$ cat config.mk
export PLATFORM = sky130hd
export DESIGN_NAME = regfile_wport_arbiter
export DESIGN_NICKNAME = d
export VERILOG_FILES = /design/src/rtl/regfile_wport_arbiter.sv
export SDC_FILE = /design/constraint.sdc
export NUM_CORES = 1
export LEC_CHECK = 0
export ABC_AREA = 1
export CORE_MARGIN = 3
export CORE_UTILIZATION = 45
export DETAILED_ROUTE_END_ITERATION = 16
export PLACE_DENSITY = 0.87
export SLEW_MARGIN = 20
export SYNTH_ARGS = -nofsm -noshare
export SYNTH_HDL_FRONTEND = slang
export SYNTH_SLANG_ARGS = --single-unit
export TNS_END_PERCENT = 100
$ cat constraint.sdc
create_clock -name i_clk -period 6.89 [get_ports i_clk]
set_input_delay 1.7225 -clock i_clk [delete_from_list [all_inputs] [get_ports i_clk]]
set_output_delay 1.7225 -clock i_clk [all_outputs]
set_load 0.02 [all_outputs]
$ cat src/rtl/regfile_wport_arbiter.sv
// regfile_wport_arbiter: zero-fills r1..r31 after reset, then round-robin shares the register file write port between A and B.
module regfile_wport_arbiter #(
    parameter int AW        = 5,
    parameter int DW        = 32,
    parameter int INIT_ZERO = 1
) (
    input  logic          i_clk,
    input  logic          i_clr,
    input  logic          i_req_a,
    input  logic [AW-1:0] i_wr_a,
    input  logic [DW-1:0] i_d_a,
    output logic          o_gnt_a,
    input  logic          i_req_b,
    input  logic [AW-1:0] i_wr_b,
    input  logic [DW-1:0] i_d_b,
    output logic          o_gnt_b,
    output logic          o_we,
    output logic [AW-1:0] o_wr,
    output logic [DW-1:0] o_d,
    output logic          o_busy
);
    typedef enum logic {S_INIT, S_ARB} state_t;
    state_t        r_state;
    logic [AW-1:0] r_cnt;
    logic          r_rr;
    logic          r_we;
    logic [AW-1:0] r_wr;
    logic [DW-1:0] r_d;
    logic          r_busy;
    logic          w_arb;
    // r_rr=0 favours A; grants are forced low while reset is held
    assign w_arb   = (r_state == S_ARB) && !i_clr;
    assign o_gnt_a = w_arb && i_req_a && (!i_req_b || !r_rr);
    assign o_gnt_b = w_arb && i_req_b && (!i_req_a || r_rr);
    assign o_we    = r_we;
    assign o_wr    = r_wr;
    assign o_d     = r_d;
    assign o_busy  = r_busy;
    always_ff @(posedge i_clk or posedge i_clr) begin
        if (i_clr) begin
            r_state <= (INIT_ZERO != 0) ? S_INIT : S_ARB;
            r_busy  <= (INIT_ZERO != 0);
            r_cnt   <= AW'(1);
            r_rr    <= 1'b0;
            r_we    <= 1'b0;
            r_wr    <= '0;
            r_d     <= '0;
        end else if (r_state == S_INIT) begin
            r_we  <= 1'b1;
            r_wr  <= r_cnt;
            r_d   <= '0;
            r_cnt <= r_cnt + 1'b1;
            if (r_cnt == {AW{1'b1}}) begin
                r_state <= S_ARB;
                r_busy  <= 1'b0;
            end
        end else if (o_gnt_a) begin
            r_we <= |i_wr_a;
            r_wr <= i_wr_a;
            r_d  <= i_d_a;
            r_rr <= 1'b1;
        end else if (o_gnt_b) begin
            r_we <= |i_wr_b;
            r_wr <= i_wr_b;
            r_d  <= i_d_b;
            r_rr <= 1'b0;
        end else begin
            r_we <= 1'b0;
        end
    end
endmodule

==> results of run 1 <==
## layout make-up
cell class	instances	share of cell area, %
inverters	84	8.25
multi-input cells	225	25.4
flip-flops and latches	46	29.9
well taps	70	2.27
clock buffers	8	2.86
repair buffers	121	31.2
## worst max-delay path by stage
| stage | slack [ns] | startpoint | end |
|---|---|---|---|
| floorplan | 2.25 | i_clr | o_gnt_b |
| global route | 1.33 | i_clr | o_gnt_b |
| detailed placement | 1.43 | i_clr | o_gnt_b |
| finish | 1.46 | i_clr | o_gnt_b |
| CTS | 1.43 | i_clr | o_gnt_b |
| global placement | 1.59 | i_clr | o_gnt_b |
## registers in the layout, summed over array words and instances (netlist names)
name	count
o_d	32
o_wr	5
r_cnt	5
o_busy	1
o_we	1
r_rr	1
r_state	1
## placed cells by master (no fill, tap or decap)
master,Yosys,routed
buf_4,2,3
ha_1,2,2
inv_4,1,1
nand2_1,150,150
nand3_2,2,2
clkdlybuf4s50_1,0,118
o21ai_1,1,1
nand3_1,45,45
clkbuf_8,0,8
nor2_4,2,2
nor2_1,9,9
nor3_1,1,1
o21ai_0,5,5
inv_2,2,2
xnor2_1,1,1
inv_1,81,81
or2_2,1,1
a21oi_1,1,1
dfrtp_1,44,44
xor2_1,1,1
nand4_1,3,3
dfstp_2,2,2
a21boi_0,1,1
## power groups by stage
stage | Combinational, mW | Sequential, mW | Clock [mW]
floorplan | 0.0764 | 0.367 | 0
global route | 0.269 | 0.326 | 0.204
CTS | 0.250 | 0.321 | 0.189
finish | 0.247 | 0.321 | 0.186
detailed placement | 0.249 | 0.326 | 0
global placement | 0.244 | 0.325 | 0
## synthesized netlist by cell type, types with 3 or more instances
cell and n:
buf_2 7, buf_6 4, dfrtp_1 44, inv_1 81, nand2_1 150, nand3_1 45
nand4_1 3, nor2_1 9, o21ai_0 5
## kinds of logic (layout without fill, tap and decap cells)
family                   after synthesis  in the layout  synth area share (%)
AND/OR/NAND/NOR                      213            213                  35.0
buffers and inverters                 99            213                  16.5
flip-flops                            46             46                  45.2
AO/OA/AOI/OAI                          8              8                  1.67
adder cells (fa/ha/maj)                2              2                 0.980
XOR/XNOR                               2              2                 0.686
## metal layers
layer  share of wire (%)  global-route usage [%]  vias up  wire length [um]
met4                 2.0                    7.60        0               131
met1                  41                    24.2     1101              2750
met5                   0                       0        -                 0
met3                 9.1                    6.21       12               614
met2                  48                    36.6       93              3220
li1                    -                       -     1310                 -
## tightest hold or removal path: cells and delay by family (launching register included)
family / cells / cell delay, ns
DFF: 1 / 0.35
and+or+nand+nor: 2 / 0.10
==> results.cfg, run 1 <==
[global_route]
grt_pass1_wl_um = 10800
grt_use_total_pct = 21.0
antenna_found_initial = 0
first_global_vias = 2403
grt_max_degree = 39
globalRouteOverflowTotal = 0

[final_layout]
areaGrowthSynthToFinish_pct = 50.9
stdcell_count = 554
regArea_sq_um = 1150
stdcell_area_sq_um = 3850
utilization_pct = 72.7
antenna-diode-count = 0
nFillCells = 427
fin_nets = 563
drive_above_1_share_pct = 4.34
multiInputGateArea_sq_um = 980

[pwr]
swShare_pct = 30.1
seqPwrFrac_pct = 42.6
internal_power_mw = 0.527
ir_drop_uv = 103
p_leak_nw = 2.08
combPwrFrac_pct = 32.7
p_clk_share_pct = 24.7
power_mw = 0.754
power_per_cell_area_nw_per_um2 = 196
switchingPower_mw = 0.227

[sta]
fin_ws_ns = 1.46
final_hold_viol_count = 0
whs_ns = 0.485
finalCriticalPeriod_ns = 5.43
finalCritPeriodShare_pct = 78.8
fin_skew_ns = 0.00644
rsz0062_at_grt = false
slew_headroom_pct = 50.2
fin_setup_tns_ns = 0
setup_viol = 0
slew_violations = 0
fmax_mhz = 184
tightest_slew_ns = 0.746

[synthesis]
syn_area_sq_um = 2550
synth_cell_types = 24
synth_area_leader_cell = dfrtp_1
async_reset_ff_share_pct = 100
synthCells = 370
ys_warn_count = 0
syn_area_per_cell_sq_um = 6.90
ys_ff_latch = 46
synth_edf_count = 0
synth.net_count = 450
synth_flop_cell = dfrtp_1
yosys-top-cells-area = dfrtp_1 43%, nand2_1 22%, inv_1 12%
seq_area_frac_synth_pct = 45.2
synth_top_area_share_pct = 43.1

[clocking]
clock_latency_ns = 0.29
clkTransAtPathRegs_ns = 0.08
max-clock-path-buffers = 2
cts_buffers = 5
tritoncts = done
cts_hold_buf = 0
cts-resized-gates = 0
cts-root-buf = clkbuf_8
post_cts_buffers = 0
cts_sinks = 46
cts_max_level = 2

[routing]
wl_per_cell_um = 12.1
num_vias = 2516
drt_iter0_drc = 113
antenna_left = 0
drc = 0
routed_wl_um = 6710
vias_per_cell = 4.54
drt-pass1-iter-count = 4

[critical_path]
critPathLaunchType = primary input
cp_slowest_stage_delay_ns = 0.66
crit_required_ns = 5.17
timing.rr.start = r_state$_DFF_PP0_
crit_buf_inv = 3
crit_type = primary input to primary output
r2r_cells = 6
cp_common_cell = clkdlybuf4s50_1
rrSetupSlack_ns = 4.95
reg2reg_to = o_d[29]$_DFFE_PP0P_
cp.depth = 5
cp-end-kind = primary output
critPathArrivalTime_ns = 3.71
worstPathCellList = clkdlybuf4s50_1, inv_2, nand3_1, a21oi_1, clkdlybuf4s50_1
cp_slowest_cell = clkdlybuf4s50_1
crit_fanout = 23
critPathTopFamily = buffers and inverters

[placement]
place_inst = 546
place_ws_ns = 1.43
dp_hpwl_um = 4980
place_congestion = 0.834
dpl_cell_area_sq_um = 3740
port_buffers = 118

[hold_path]
hold_path.startpoint = o_d[26]$_DFFE_PP0P_
holdPathEnd = o_d[26]$_DFFE_PP0P_
min_path_type = register to register
holdPathStages = 2

[floorplan]
die_area_sq_um = 6610
fp.dieW_um = 81.3
initial_core_util_pct = 48.2
core_sq_um = 5300
fp.dieH_um = 81.3
rows = 26
ioPinCount = 119

[run_status]
status = complete, no violations

[run]
max_cap_violations = 0
Note: power is estimated with default switching activity, not from simulation.
==> run 2, diff against run 1 <==
- CORE_UTILIZATION: 45 -> 37
- PLACE_DENSITY: 0.87 -> 0.76
- clock period: 6.89 -> 4.5 ns (I/O delays scaled with it)
==> results.cfg, run 2 (synthesis gave the netlist of run 1 again) <==
[run_status]
status = complete, no violations

[critical_path]
r2r_cells = 6
critPathLaunchType = primary input
crit_required_ns = 3.38
timing.rr.start = r_state$_DFF_PP0_
critPathArrivalTime_ns = 2.66
crit_type = primary input to primary output
reg2reg_to = o_d[12]$_DFFE_PP0P_
cp-end-kind = primary output
worstPathCellList = clkdlybuf4s50_1, inv_2, nand3_1, a21oi_1, clkdlybuf4s50_1
cp_common_cell = clkdlybuf4s50_1
cp_slowest_cell = clkdlybuf4s50_1
crit_fanout = 4
rrSetupSlack_ns = 2.45
cp_slowest_stage_delay_ns = 0.64

[pwr]
p_leak_nw = 2.07
power_per_cell_area_nw_per_um2 = 287
power_mw = 1.10
ir_drop_uv = 141

[placement]
place_inst = 554
place_ws_ns = 0.737
dpl_cell_area_sq_um = 3760
port_buffers = 118
place_congestion = 0.771
dp_hpwl_um = 4880

[final_layout]
antenna-diode-count = 0
areaGrowthSynthToFinish_pct = 50.3
stdcell_count = 562
final_cell_mix = 150 x nand2_1, 118 x clkdlybuf4s50_1, 81 x inv_1
fin_nets = 564
largest_register_ffs = 32
drive_above_1_share_pct = 3.92
final_common_cell = nand2_1
stdcell_area_sq_um = 3840

[clocking]
clkTransAtPathRegs_ns = 0.07
cts-root-buf = clkbuf_8
cts_hold_buf = 0
clock_latency_ns = 0.28
post_cts_buffers = 0
cts_sinks = 46
cts-resized-gates = 0
cts_max_level = 2
max-clock-path-buffers = 2
cts_buffers = 5
tritoncts = done

[floorplan]
die_area_sq_um = 7930
ioPinCount = 119
rows = 29
core_sq_um = 6530
fp.dieH_um = 89.1
initial_core_util_pct = 39.1
fp.dieW_um = 89.1

[routing]
antenna_left = 0
vias_per_cell = 4.43
drc = 0
routed_wl_um = 6640
num_vias = 2488
drt-pass1-iter-count = 4
drt_iter0_drc = 78
wl_per_cell_um = 11.8

[sta]
fmax_mhz = 264
fin_skew_ns = 0.00488
final_hold_viol_count = 0
setup_viol = 0
slew_headroom_pct = 45.7
tightest_slew_ns = 0.814
finalCriticalPeriod_ns = 3.78
slew_violations = 0
fin_setup_tns_ns = 0
rsz0062_at_grt = false
fin_ws_ns = 0.719
finalCritPeriodShare_pct = 84.0

[global_route]
globalRouteOverflowTotal = 0
antenna_found_initial = 0
first_global_vias = 2319
grt_use_total_pct = 16.8
grt_max_degree = 39
grt_pass1_wl_um = 10500

[hold_path]
holdPathEnd = o_d[17]$_DFFE_PP0P_
holdPathStages = 2
min_path_type = register to register
hold_path.startpoint = o_d[17]$_DFFE_PP0P_

[run]
max_cap_violations = 0
==> run 2: changes by cell type in the layout (fill, tap and decap cells not counted), sizes merged <==
cell,delta
buf,+1
==> run 2: final cells by class <==
class	count	area [sq um]
flip-flops and latches	46	1150
inverters	84	318
repair buffers	122	1210
multi-input cells	225	980
clock buffers	8	80.1
well taps	77	96.3
fillers	609	2690
==> run 2: worst max path at each step <==
stage           from      end  cells past startpoint
2_1_floorplan  i_clr  o_gnt_b                      3
5_1_grt        i_clr  o_gnt_b                      5
4_1_cts        i_clr  o_gnt_b                      5
3_3_place_gp   i_clr  o_gnt_b                      5
3_5_place_dp   i_clr  o_gnt_b                      5
6_report       i_clr  o_gnt_b                      5
==> run 2: per-stage QoR <==
| step | util (%) | hold slack, ns |
|---|---|---|
| after floorplan | - | 0.479 |
| after global placement | 57.5 | 0.461 |
| after detailed placement | 57.5 | 0.465 |
| after CTS | 58.8 | 0.485 |
| after global routing | 58.8 | 0.498 |
| final | 58.8 | 0.480 |
==> run 2: report_power, final <==
group | switching (mW) | leakage [nW] | internal, mW
clock | 0.123 | 0.0395 | 0.110
sequential | 0.0273 | 0.557 | 0.464
combinational | 0.189 | 1.47 | 0.188
==> run 2: metal layers <==
metal	GRT usage (%)	part of all wire (%)	up-vias
li1	-	-	1306
met1	20.7	44	1092
met2	29.4	48	86
met3	4.33	7.8	4
met4	4.06	0.68	0
met5	0	0	-
==> run 2: critical path, delay by kind of cell <==
kind	cells	cell delay, ns
buffers and inverters	3	1.23
AO/OA/AOI/OAI	1	0.20
AND/OR/NAND/NOR	1	0.11
